--- config.mk ---
export PLATFORM = sky130hd
export DESIGN_NAME = term_ctrl_flat
export DESIGN_NICKNAME = d
export VERILOG_FILES = /design/src/rtl/term_ctrl_if.sv /design/src/rtl/term_ctrl.sv /design/src/flat_wrapper.sv
export SDC_FILE = /design/constraint.sdc
export NUM_CORES = 1
export LEC_CHECK = 0
export BUFFER_PORTS_ARGS = -buffer_cell sky130_fd_sc_hd__buf_4
export CORE_MARGIN = 5
export CORE_UTILIZATION = 52
export DETAILED_ROUTE_END_ITERATION = 7
export GPL_TIMING_DRIVEN = 0
export HOLD_SLACK_MARGIN = 0.08
export PLACE_DENSITY = 0.69
export SYNTH_ARGS = -nofsm -noshare
export SYNTH_HDL_FRONTEND = slang
export SYNTH_SLANG_ARGS = --single-unit
--- constraint.sdc ---
create_clock -name i_clk -period 5.1 [get_ports i_clk]
set_input_delay 0.765 -clock i_clk [delete_from_list [all_inputs] [get_ports i_clk]]
set_output_delay 0.765 -clock i_clk [all_outputs]
set_load 0.02 [all_outputs]
--- src/rtl/term_ctrl_if.sv ---
// Byte-stream handshake from the serial receiver into the terminal controller.
// A byte moves on a rising edge where i_valid and o_ready are both high.
interface term_ctrl_if;
   logic [7:0] i_char;
   logic       i_valid;
   logic       o_ready;

   modport master (output i_char, output i_valid, input o_ready);
   modport slave  (input i_char, input i_valid, output o_ready);
endinterface

--- src/rtl/term_ctrl.sv ---
// Text-terminal controller: interprets received bytes, writes characters at the
// cursor and scrolls by rotating a circular row base instead of copying VRAM.
module term_ctrl #(
   parameter int         COLS  = 60,
   parameter int         ROWS  = 17,
   parameter int         COL_W = 6,
   parameter int         ROW_W = 5,
   parameter int         TAB   = 8,
   parameter logic [7:0] BLANK = 8'h20
) (
   input  logic                   i_clk,
   input  logic                   i_rst,
   term_ctrl_if.slave             rx,
   output logic [ROW_W+COL_W-1:0] o_vram_addr,
   output logic [7:0]             o_vram_din,
   output logic                   o_vram_we,
   output logic                   o_vram_ce,
   output logic [ROW_W-1:0]       o_row_base,
   output logic [ROW_W-1:0]       o_cur_row,
   output logic [COL_W-1:0]       o_cur_col,
   output logic                   o_bel
);

   typedef enum logic [2:0] {
      S_IDLE,
      S_WAIT_ROW,
      S_WAIT_COL,
      S_WRITE,
      S_FILL
   } state_t;

   localparam logic [COL_W-1:0] COL_MAX  = COL_W'(COLS - 1);
   localparam logic [ROW_W-1:0] ROW_MAX  = ROW_W'(ROWS - 1);
   localparam logic [COL_W-1:0] TAB_MASK = ~COL_W'(TAB - 1);
   localparam logic [COL_W:0]   TAB_STEP = (COL_W+1)'(TAB);
   localparam logic [ROW_W:0]   ROWS_W   = (ROW_W+1)'(ROWS);
   localparam logic [7:0]       ROW_LIM  = 8'(ROWS - 1);
   localparam logic [7:0]       COL_LIM  = 8'(COLS - 1);

   state_t           state,    state_nx;
   logic [ROW_W-1:0] row,      row_nx;
   logic [COL_W-1:0] col,      col_nx;
   logic [ROW_W-1:0] row_base, row_base_nx;
   logic [7:0]       ch,       ch_nx;
   logic [ROW_W-1:0] frow,     frow_nx;
   logic [ROW_W-1:0] fend,     fend_nx;
   logic [COL_W-1:0] fcol,     fcol_nx;
   logic             bel,      bel_nx;

   logic             ready;
   logic             accept;
   logic             start_scroll;
   logic [ROW_W:0]   prow_sum;
   logic [ROW_W-1:0] prow;
   logic [COL_W:0]   tab_sum;
   logic [COL_W-1:0] tab_col;
   logic [7:0]       pos_v;

   // Logical-to-physical row mapping through the circular row base.
   always_comb begin
      prow_sum = {1'b0, row_base} + {1'b0, row};
      prow     = ROW_W'((prow_sum >= ROWS_W) ? (prow_sum - ROWS_W) : prow_sum);
   end

   always_comb begin
      tab_sum = {1'b0, col & TAB_MASK} + TAB_STEP;
      tab_col = (tab_sum > {1'b0, COL_MAX}) ? COL_MAX : COL_W'(tab_sum);
      pos_v   = rx.i_char - 8'h20;
   end

   assign ready     = !i_rst && (state == S_IDLE || state == S_WAIT_ROW || state == S_WAIT_COL);
   assign rx.o_ready = ready;
   assign accept    = rx.i_valid && ready;

   // NOTE: every variable gets a default before the case so no path leaves
   // one unassigned; a missing default here would infer a latch.
   always_comb begin
      state_nx     = state;
      row_nx       = row;
      col_nx       = col;
      row_base_nx  = row_base;
      ch_nx        = ch;
      frow_nx      = frow;
      fend_nx      = fend;
      fcol_nx      = fcol;
      bel_nx       = 1'b0;
      start_scroll = 1'b0;

      unique case (state)
         S_IDLE: begin
            if (accept) begin
               case (rx.i_char)
                  8'h00: ;
                  8'h07: bel_nx = 1'b1;
                  8'h08, 8'h7F: begin
                     if (col != '0) col_nx = col - 1'b1;
                  end
                  8'h0D: col_nx = '0;
                  8'h09: col_nx = tab_col;
                  8'h0A: begin
                     if (row != ROW_MAX) row_nx = row + 1'b1;
                     else                start_scroll = 1'b1;
                  end
                  8'h0C: begin
                     row_nx      = '0;
                     col_nx      = '0;
                     row_base_nx = '0;
                     frow_nx     = '0;
                     fend_nx     = ROW_MAX;
                     fcol_nx     = '0;
                     state_nx    = S_FILL;
                  end
                  8'h0B: begin
                     frow_nx  = prow;
                     fend_nx  = prow;
                     fcol_nx  = col;
                     state_nx = S_FILL;
                  end
                  8'h14: state_nx = S_WAIT_ROW;
                  default: begin
                     ch_nx    = rx.i_char;
                     state_nx = S_WRITE;
                  end
               endcase
            end
         end

         // Cursor-address bytes carry a 20h bias; underflow clamps to the edge.
         S_WAIT_ROW: begin
            if (accept) begin
               row_nx   = (pos_v > ROW_LIM) ? ROW_MAX : ROW_W'(pos_v);
               state_nx = S_WAIT_COL;
            end
         end

         S_WAIT_COL: begin
            if (accept) begin
               col_nx   = (pos_v > COL_LIM) ? COL_MAX : COL_W'(pos_v);
               state_nx = S_IDLE;
            end
         end

         S_WRITE: begin
            if (col != COL_MAX) begin
               col_nx   = col + 1'b1;
               state_nx = S_IDLE;
            end else begin
               col_nx = '0;
               if (row != ROW_MAX) begin
                  row_nx   = row + 1'b1;
                  state_nx = S_IDLE;
               end else begin
                  start_scroll = 1'b1;
               end
            end
         end

         S_FILL: begin
            if (fcol != COL_MAX) begin
               fcol_nx = fcol + 1'b1;
            end else begin
               fcol_nx = '0;
               if (frow == fend) state_nx = S_IDLE;
               else              frow_nx  = frow + 1'b1;
            end
         end

         default: state_nx = S_IDLE;
      endcase

      // Scroll: blank the old top row, which becomes the new bottom row.
      if (start_scroll) begin
         frow_nx     = row_base;
         fend_nx     = row_base;
         fcol_nx     = '0;
         row_base_nx = (row_base == ROW_MAX) ? '0 : row_base + 1'b1;
         row_nx      = ROW_MAX;
         state_nx    = S_FILL;
      end
   end

   // NOTE: state registers use non-blocking assignments so every flop samples
   // the pre-edge values regardless of statement order.
   always_ff @(posedge i_clk) begin
      if (i_rst) begin
         state    <= S_IDLE;
         row      <= '0;
         col      <= '0;
         row_base <= '0;
         ch       <= '0;
         frow     <= '0;
         fend     <= '0;
         fcol     <= '0;
         bel      <= 1'b0;
      end else begin
         state    <= state_nx;
         row      <= row_nx;
         col      <= col_nx;
         row_base <= row_base_nx;
         ch       <= ch_nx;
         frow     <= frow_nx;
         fend     <= fend_nx;
         fcol     <= fcol_nx;
         bel      <= bel_nx;
      end
   end

   always_comb begin
      o_vram_we = (state == S_WRITE) || (state == S_FILL);
      o_vram_ce = o_vram_we;
      if (state == S_FILL) begin
         o_vram_addr = {frow, fcol};
         o_vram_din  = BLANK;
      end else begin
         o_vram_addr = {prow, col};
         o_vram_din  = ch;
      end
   end

   assign o_row_base = row_base;
   assign o_cur_row  = row;
   assign o_cur_col  = col;
   assign o_bel      = bel;

endmodule

--- src/flat_wrapper.sv ---
// flat-port wrapper written by rule: the top's interface ports become plain ports
module term_ctrl_flat 
#(
   parameter int         COLS  = 60,
   parameter int         ROWS  = 17,
   parameter int         COL_W = 6,
   parameter int         ROW_W = 5,
   parameter int         TAB   = 8,
   parameter logic [7:0] BLANK = 8'h20
)
  (i_clk, i_rst, o_vram_addr, o_vram_din, o_vram_we, o_vram_ce, o_row_base, o_cur_row, o_cur_col, o_bel, rx_i_char, rx_i_valid, rx_o_ready);
  term_ctrl_if rx_i ();
  input  logic i_clk;
  input  logic i_rst;
  output logic [ROW_W+COL_W-1:0] o_vram_addr;
  output logic [7:0] o_vram_din;
  output logic o_vram_we;
  output logic o_vram_ce;
  output logic [ROW_W-1:0] o_row_base;
  output logic [ROW_W-1:0] o_cur_row;
  output logic [COL_W-1:0] o_cur_col;
  output logic o_bel;
  input wire logic [$bits(rx_i.i_char)-1:0] rx_i_char;
  input wire logic [$bits(rx_i.i_valid)-1:0] rx_i_valid;
  output wire logic [$bits(rx_i.o_ready)-1:0] rx_o_ready;
  assign rx_i.i_char = rx_i_char;
  assign rx_i.i_valid = rx_i_valid;
  assign rx_o_ready = rx_i.o_ready;
  term_ctrl #(.COLS(COLS), .ROWS(ROWS), .COL_W(COL_W), .ROW_W(ROW_W), .TAB(TAB), .BLANK(BLANK)) u_core (.i_clk(i_clk), .i_rst(i_rst), .rx(rx_i), .o_vram_addr(o_vram_addr), .o_vram_din(o_vram_din), .o_vram_we(o_vram_we), .o_vram_ce(o_vram_ce), .o_row_base(o_row_base), .o_cur_row(o_cur_row), .o_cur_col(o_cur_col), .o_bel(o_bel));
endmodule
==> flow_metrics.env, run 1 <==
export IMPL_outcome="completed"
export IMPL_slowest_stage="fa_1"
export IMPL_synthCells=503
export IMPL_io_buffers=47
export IMPL_drt_iter0_drc=470
export IMPL_clk_pin_slew_worst_paths_ns=0.09
export IMPL_clk_latency_ns=0.31
export IMPL_synthAdderAreaFrac_pct=6.69
export IMPL_fin_tns_setup_ns=0
export IMPL_antenna_found_initial=0
export IMPL_cts_htree_levels=2
export IMPL_fin_nets=587
export IMPL_critical_path_cell_chain="ha_1, inv_1, fa_1, ha_1, nand2_1, a211o_1, a221oi_2, mux2i_1, nor2_1, nor2_1, buf_4"
export IMPL_cp_max_fo=8
export IMPL_use_met3_pct=2.88
export IMPL_start_util_pct=53.6
export IMPL_use_met2_pct=46.2
export IMPL_power_density_nw_per_um2=325
export IMPL_fp_dieW_um=93.9
export IMPL_fmax_mhz=234
export IMPL_synth_top_family_by_area="simple AND/OR/NAND/NOR gates"
export IMPL_drtAntennaViolNets=0
export IMPL_grt_max_degree=14
export IMPL_first_global_vias=3838
export IMPL_p_leak_nw=1.78
export IMPL_synth_warnings=0
export IMPL_worst_pin_slew_ns=1.17
export IMPL_top_usage_layer="met2"
export IMPL_clockRootBuffer="clkbuf_8"
export IMPL_synth_edf_count=0
export IMPL_ir_worst_vdd_v=0.000158
export IMPL_area_delta_synth_final_pct=16.4
export IMPL_critical_path_class="flop to output port"
export IMPL_hold_viol_final=0
export IMPL_post_cts_buffers=0
export IMPL_tritoncts="built"
export IMPL_die_y_um=93.9
export IMPL_clockBufferDepth=2
export IMPL_use_met1_pct=34.7
export IMPL_synth_area_leaders="dfxtp_1 (24%), nor2_1 (7.0%), ha_1 (6.1%)"
export IMPL_coreArea_um2=6830
export IMPL_grt_pass1_wl_um=18900
export IMPL_yosys_register_bits=44
export IMPL_cp_end_kind="output port"
export IMPL_min_period_over_period_pct=83.9
export IMPL_async_flop_share_pct=0
export IMPL_holdBufCountCts=0
export IMPL_ys_types=62
export IMPL_fin_worst_skew_ns=0.0102
export IMPL_rsz0062_at_grt="false"
export IMPL_syn_area_um2=3660
export IMPL_n_antenna_cell=0
export IMPL_total_power_mw=1.39
export IMPL_yosysTopAreaCellShare_pct=24.0
export IMPL_rows=30
export IMPL_die_area_um2=8820
export IMPL_period_minus_slack_ns=4.28
export IMPL_cp_data_arrival_time_ns=3.51
export IMPL_ys_seq_area_share_pct=24.0
export IMPL_slew_viol_final=0
export IMPL_synth_xor_area_share_pct=4.78
export IMPL_synth_simple_area_share_pct=30.1
export IMPL_cts_sinks=44
export IMPL_fin_hold_ws_ns=0.495
export IMPL_start_kind="flop"
export IMPL_synth_mux_area_share_pct=3.55
export IMPL_vias_per_cell=6.15
export IMPL_syn_num_nets=533
export IMPL_cts_resized=0
export IMPL_relSlewSlack_pct=20.1
export IMPL_synth_common_cells="nor2_1 (68), nand2_1 (48), dfxtp_1 (44), o21ai_0 (32), a21oi_1 (24)"
export IMPL_grt_overflow=0
export IMPL_dp_hpwl_um=8920
export IMPL_synth_top_area_cell="dfxtp_1"
export IMPL_synth_ff_type="dfxtp_1"
export IMPL_post_drt_wl_per_cell_um=18.0
export IMPL_dr_pass1_iters=5
export IMPL_synth_compound_area_share_pct=25.1
export IMPL_vias=4013
export IMPL_critPathRequiredTime_ns=4.34
export IMPL_setup_violations=0
export IMPL_drive_above_1_share_pct=13.1
export IMPL_hold_class="flop to flop"
export IMPL_synth_most_common_cell="nor2_1"
export IMPL_grtUsageTotal_pct=26.7
export IMPL_syn_avg_cell_area_um2=7.28
export IMPL_max_cap_violations=0
export IMPL_finalWirelength_um=11700
export IMPL_numCtsBuffers=5
export IMPL_io_pins=50
export IMPL_drc=0
export IMPL_cp_slowest_stage_delay_ns=0.57
export IMPL_place_gp_congestion=0.944
worst max-delay path, delay by kind of cell, from the launching register on:
family / cells / cell delay, ns
compound gates: 2 / 0.74
fa+ha+maj: 3 / 1.01
buf+inv: 2 / 0.21
flops: 1 / 0.53
mux: 1 / 0.42
simple gates: 3 / 0.29
kinds of logic (layout without fill, tap and decap cells):
group / after synthesis / count (layout)
buf+inv: 50 / 104
flops: 44 / 44
simple gates: 221 / 221
xor+xnor: 20 / 20
mux: 13 / 13
compound gates: 136 / 136
fa+ha+maj: 19 / 19
cell usage in the layout, fill, tap and decap left out, types with 3 or more instances in the layout:
| cell | count |
|---|---|
| nand3_1 | 17 |
| a2111oi_0 | 3 |
| mux2i_1 | 13 |
| o21a_1 | 4 |
| xor2_1 | 12 |
| and3_1 | 6 |
| or3_1 | 3 |
| buf_4 | 48 |
| o22ai_1 | 6 |
| nor3_1 | 20 |
| ha_1 | 18 |
| a211o_1 | 3 |
| buf_2 | 3 |
| a31oi_1 | 3 |
| clkbuf_1 | 23 |
| clkbuf_8 | 5 |
| nor4_1 | 3 |
| a22oi_1 | 11 |
| a211oi_1 | 11 |
| nand2_1 | 48 |
| xnor2_1 | 8 |
| a21oi_1 | 24 |
| and2_1 | 10 |
| nand3b_1 | 3 |
| a221oi_1 | 5 |
| nor2b_1 | 5 |
| a21boi_0 | 3 |
| nor2_1 | 68 |
| nand4_1 | 5 |
| inv_1 | 20 |
| o32ai_1 | 4 |
| nand2b_1 | 14 |
| a21o_1 | 5 |
| or2_2 | 5 |
| o31ai_1 | 7 |
| o21ai_0 | 32 |
| dfxtp_1 | 44 |
worst paths after layout:
kind	startpoint	end	slack [ns]	depth (start not counted)
hold reg to reg	u_core.ch[3]	u_core.ch[3]	0.49	2
hold / removal	u_core.ch[3]	u_core.ch[3]	0.49	2
setup reg to reg	u_core.o_row_base[0]	u_core.frow[1]	1.81	10
setup / recovery	u_core.o_row_base[0]	o_vram_addr[7]	0.82	11
layer usage:
layer  vias to the layer above  wire length [um]
li1                       1925                 -
met1                      1885              4910
met2                       186              5840
met3                        17               841
met4                         0               157
met5                         -                 0
cell type report:
| class | instances | area, um2 |
|---|---|---|
| plain buffers | 30 | 135 |
| fillers | 679 | 2570 |
| flip-flops and latches | 44 | 881 |
| multi-input cells | 409 | 2570 |
| clock inverters | 2 | 60.1 |
| inverters | 20 | 75.1 |
| repair buffers | 47 | 353 |
| clock buffers | 5 | 68.8 |
| well taps | 96 | 120 |
metrics by stage:
| stage | setup slack, ns | cell area [um2] | utilization, % | cells |
|---|---|---|---|---|
| after floorplan | 1.42 | 3660 | - | 503 |
| after global placement | 1.24 | 4140 | 60.5 | 646 |
| after detailed placement | 1.23 | 4140 | 60.5 | 646 |
| after CTS | 0.861 | 4270 | 62.4 | 653 |
| after global routing | 0.686 | 4270 | 62.4 | 653 |
| final | 0.823 | 4270 | 62.4 | 653 |
sequential cells by signal, indices dropped and copies added, names as in the netlist:
| name | flops |
|---|---|
| u_core.o_cur_col | 6 |
| u_core.frow | 5 |
| u_core.o_row_base | 5 |
| u_core.fend | 5 |
| u_core.ch | 8 |
| u_core.fcol | 6 |
| u_core.state | 3 |
| u_core.o_cur_row | 5 |
| u_core.o_bel | 1 |
report_power, final:
part	leakage [nW]	internal (mW)	switching, mW
clock network	0.0642	0.193	0.129
logic	1.36	0.245	0.408
registers	0.357	0.377	0.0370
No activity file was read; power rests on OpenSTA's default activity.
==> inputs of run 2 (changes only) <==
- PLACE_DENSITY: 0.69 -> 0.72
- clock period: 5.1 -> 3.9 ns (I/O delays scaled with it)
==> run 2 against run 1 <==
Compared with the run above:
- utilization rose by 1.2 points
- via count fell by 0.20%
- register-to-register slack worse by 1.0 ns
- clock skew increased by 0.0013 ns
==> flow_metrics.env, run 2 (synthesis results as in run 1) <==
export IMPL_multiInputGateArea_um2=2620
export IMPL_start_util_pct=53.6
export IMPL_place_gp_congestion=0.947
export IMPL_start_kind="flop"
export IMPL_rows=30
export IMPL_worst_pin_slew_ns=1.11
export IMPL_vias_per_cell=6.10
export IMPL_finalWirelength_um=11400
export IMPL_ff2ff_setup_slack_ns=0.77
export IMPL_cts_sinks=44
export IMPL_slowest_stage="fa_2"
export IMPL_dp_hpwl_um=8550
export IMPL_io_buffers=47
export IMPL_numCtsBuffers=5
export IMPL_die_y_um=93.9
export IMPL_drtAntennaViolNets=0
export IMPL_vias=4005
export IMPL_hold_class="flop to flop"
export IMPL_hold_viol_final=0
export IMPL_area_delta_synth_final_pct=18.6
export IMPL_relSlewSlack_pct=23.9
export IMPL_stdcell_area_um2=4350
export IMPL_largest_reg_flops=8
export IMPL_dr_pass1_iters=5
export IMPL_grt_overflow=0
export IMPL_critical_path_cell_chain="ha_2, inv_1, fa_2, ha_2, nand2_1, a211o_1, a221oi_4, buf_6, mux2i_4, nor2_1, nor2_1, buf_4"
export IMPL_dpl_instance_area_um2=4140
export IMPL_outcome="completed"
export IMPL_p_comb_share_pct=47.7
export IMPL_clkPwrFrac_pct=22.1
export IMPL_critPathRequiredTime_ns=3.31
export IMPL_post_place_ws_ns=0.180
export IMPL_clk_pin_slew_worst_paths_ns=0.09
export IMPL_drt_iter0_drc=221
export IMPL_crit_family="adder cells"
export IMPL_cp_data_arrival_time_ns=3.19
export IMPL_met3_wirelength_um=731
export IMPL_cts_htree_levels=2
export IMPL_fmax_mhz=265
export IMPL_r2r_cells=12
export IMPL_coreArea_um2=6830
export IMPL_seq_area_um2=890
export IMPL_cp_slowest_stage_delay_ns=0.59
export IMPL_first_global_vias=3687
export IMPL_seqPwrFrac_pct=30.2
export IMPL_fin_worst_skew_ns=0.0115
export IMPL_fin_nets=590
export IMPL_die_area_um2=8820
export IMPL_crit_start="u_core.o_row_base[0]"
export IMPL_slew_viol_final=0
export IMPL_max_cap_violations=0
export IMPL_tritoncts="built"
export IMPL_fillers=657
export IMPL_fin_hold_ws_ns=0.498
export IMPL_ir_worst_vdd_v=0.000191
export IMPL_cp_end_kind="output port"
export IMPL_drc=0
export IMPL_endpoint="o_vram_addr[7]"
export IMPL_clockBufferDepth=2
export IMPL_cp_max_fo=7
export IMPL_switchingPower_mw=0.737
export IMPL_post_drt_wl_per_cell_um=17.4
export IMPL_clockRootBuffer="clkbuf_8"
export IMPL_setup_ws_ns=0.124
export IMPL_reg2reg_from="u_core.o_row_base[0]"
export IMPL_internal_power_mw=1.05
export IMPL_period_minus_slack_ns=3.78
export IMPL_regMostFlops="u_core.ch"
export IMPL_setup_violations=0
export IMPL_clk_latency_ns=0.31
export IMPL_p_leak_nw=1.81
export IMPL_io_pins=50
export IMPL_min_period_over_period_pct=96.8
export IMPL_fp_dieW_um=93.9
export IMPL_r2r_end="u_core.frow[1]"
export IMPL_layout_commonest_cell="nor2_1"
export IMPL_critical_path_class="flop to output port"
export IMPL_grtUsageTotal_pct=26.1
export IMPL_grt_max_degree=14
export IMPL_final_cell_mix="nor2_1 (67), buf_4 (50), nand2_1 (48)"
export IMPL_power_density_nw_per_um2=410
export IMPL_switching_share_pct=41.3
export IMPL_antenna_found_initial=0
export IMPL_top_layer_used="met4"
export IMPL_path_depth=12
export IMPL_route_met2_wl_um=5590
export IMPL_grt_pass1_wl_um=18400
export IMPL_crit_buf_inv=3
export IMPL_drt_met1_wl_um=4770
export IMPL_n_antenna_cell=0
export IMPL_drive_above_1_share_pct=15.5
[run 2: cell count changes in the layout (fill, tap and decap cells not counted), sizes merged]
cell	before	now
buf	54	57
bufinv	2	1
clkbuf	28	30
[run 2: worst min path at each step]
stage	startpoint	end	slack [ns]	depth (start not counted)
after global routing	u_core.o_row_base[0]	u_core.o_row_base[0]	0.55	1
after global placement	u_core.ch[4]	u_core.ch[4]	0.47	2
final	u_core.ch[4]	u_core.ch[4]	0.50	2
after CTS	u_core.ch[3]	u_core.ch[3]	0.50	2
after floorplan	u_core.ch[5]	u_core.ch[5]	0.45	2
after detailed placement	u_core.ch[3]	u_core.ch[3]	0.48	2
[run 2: worst min-delay path, stage by stage (launching register included)]
cell	delay, ns
dfxtp_1	0.33
mux2i_1	0.07
nor2_1	0.07
[run 2: power groups by stage]
| stage | clock, mW | combinational (mW) | sequential (mW) |
|---|---|---|---|
| 2_1_floorplan | 0 | 0.567 | 0.553 |
| 3_3_place_gp | 0 | 0.815 | 0.547 |
| 3_5_place_dp | 0 | 0.823 | 0.550 |
| 4_1_cts | 0.403 | 0.834 | 0.539 |
| 5_1_grt | 0.416 | 0.930 | 0.548 |
| 6_report | 0.394 | 0.851 | 0.540 |
[run 2: metrics by stage]
step / power, mW / instances / util (%) / setup TNS, ns
after floorplan: 1.12 / 503 / - / 0
after global placement: 1.36 / 646 / 60.5 / 0
after detailed placement: 1.37 / 646 / 60.5 / 0
after CTS: 1.78 / 655 / 62.8 / 0
after global routing: 1.89 / 657 / 63.6 / -0.0313
final: 1.78 / 657 / 63.6 / 0
[run 2: area by class of cell]
cell class                 count  area share, %
multi-input combinational    409           60.3
sequential                    44           20.5
timing repair buffer          50           8.72
buffer                        30           3.11
tap                           96           2.76
clock buffer                   7           2.22
inverter                      20           1.73
clock inverter                 1          0.691
[run 2: repair_timing]
| item | 4_1_cts | 5_1_grt |
|---|---|---|
| endpoints found under the setup margin | 4 | 4 |
| hold buffers | 0 | 0 |
| pin swaps | 0 | 2 |
| buffers inserted | 1 | 2 |
| resized for setup | 4 | 11 |
[run 2: routing by layer]
| metal | global-route usage [%] | vias to the layer above |
|---|---|---|
| met5 | 0 | - |
| met4 | 9.99 | 0 |
| met3 | 3.29 | 24 |
| met2 | 45.1 | 163 |
| met1 | 33.0 | 1888 |
| li1 | - | 1930 |
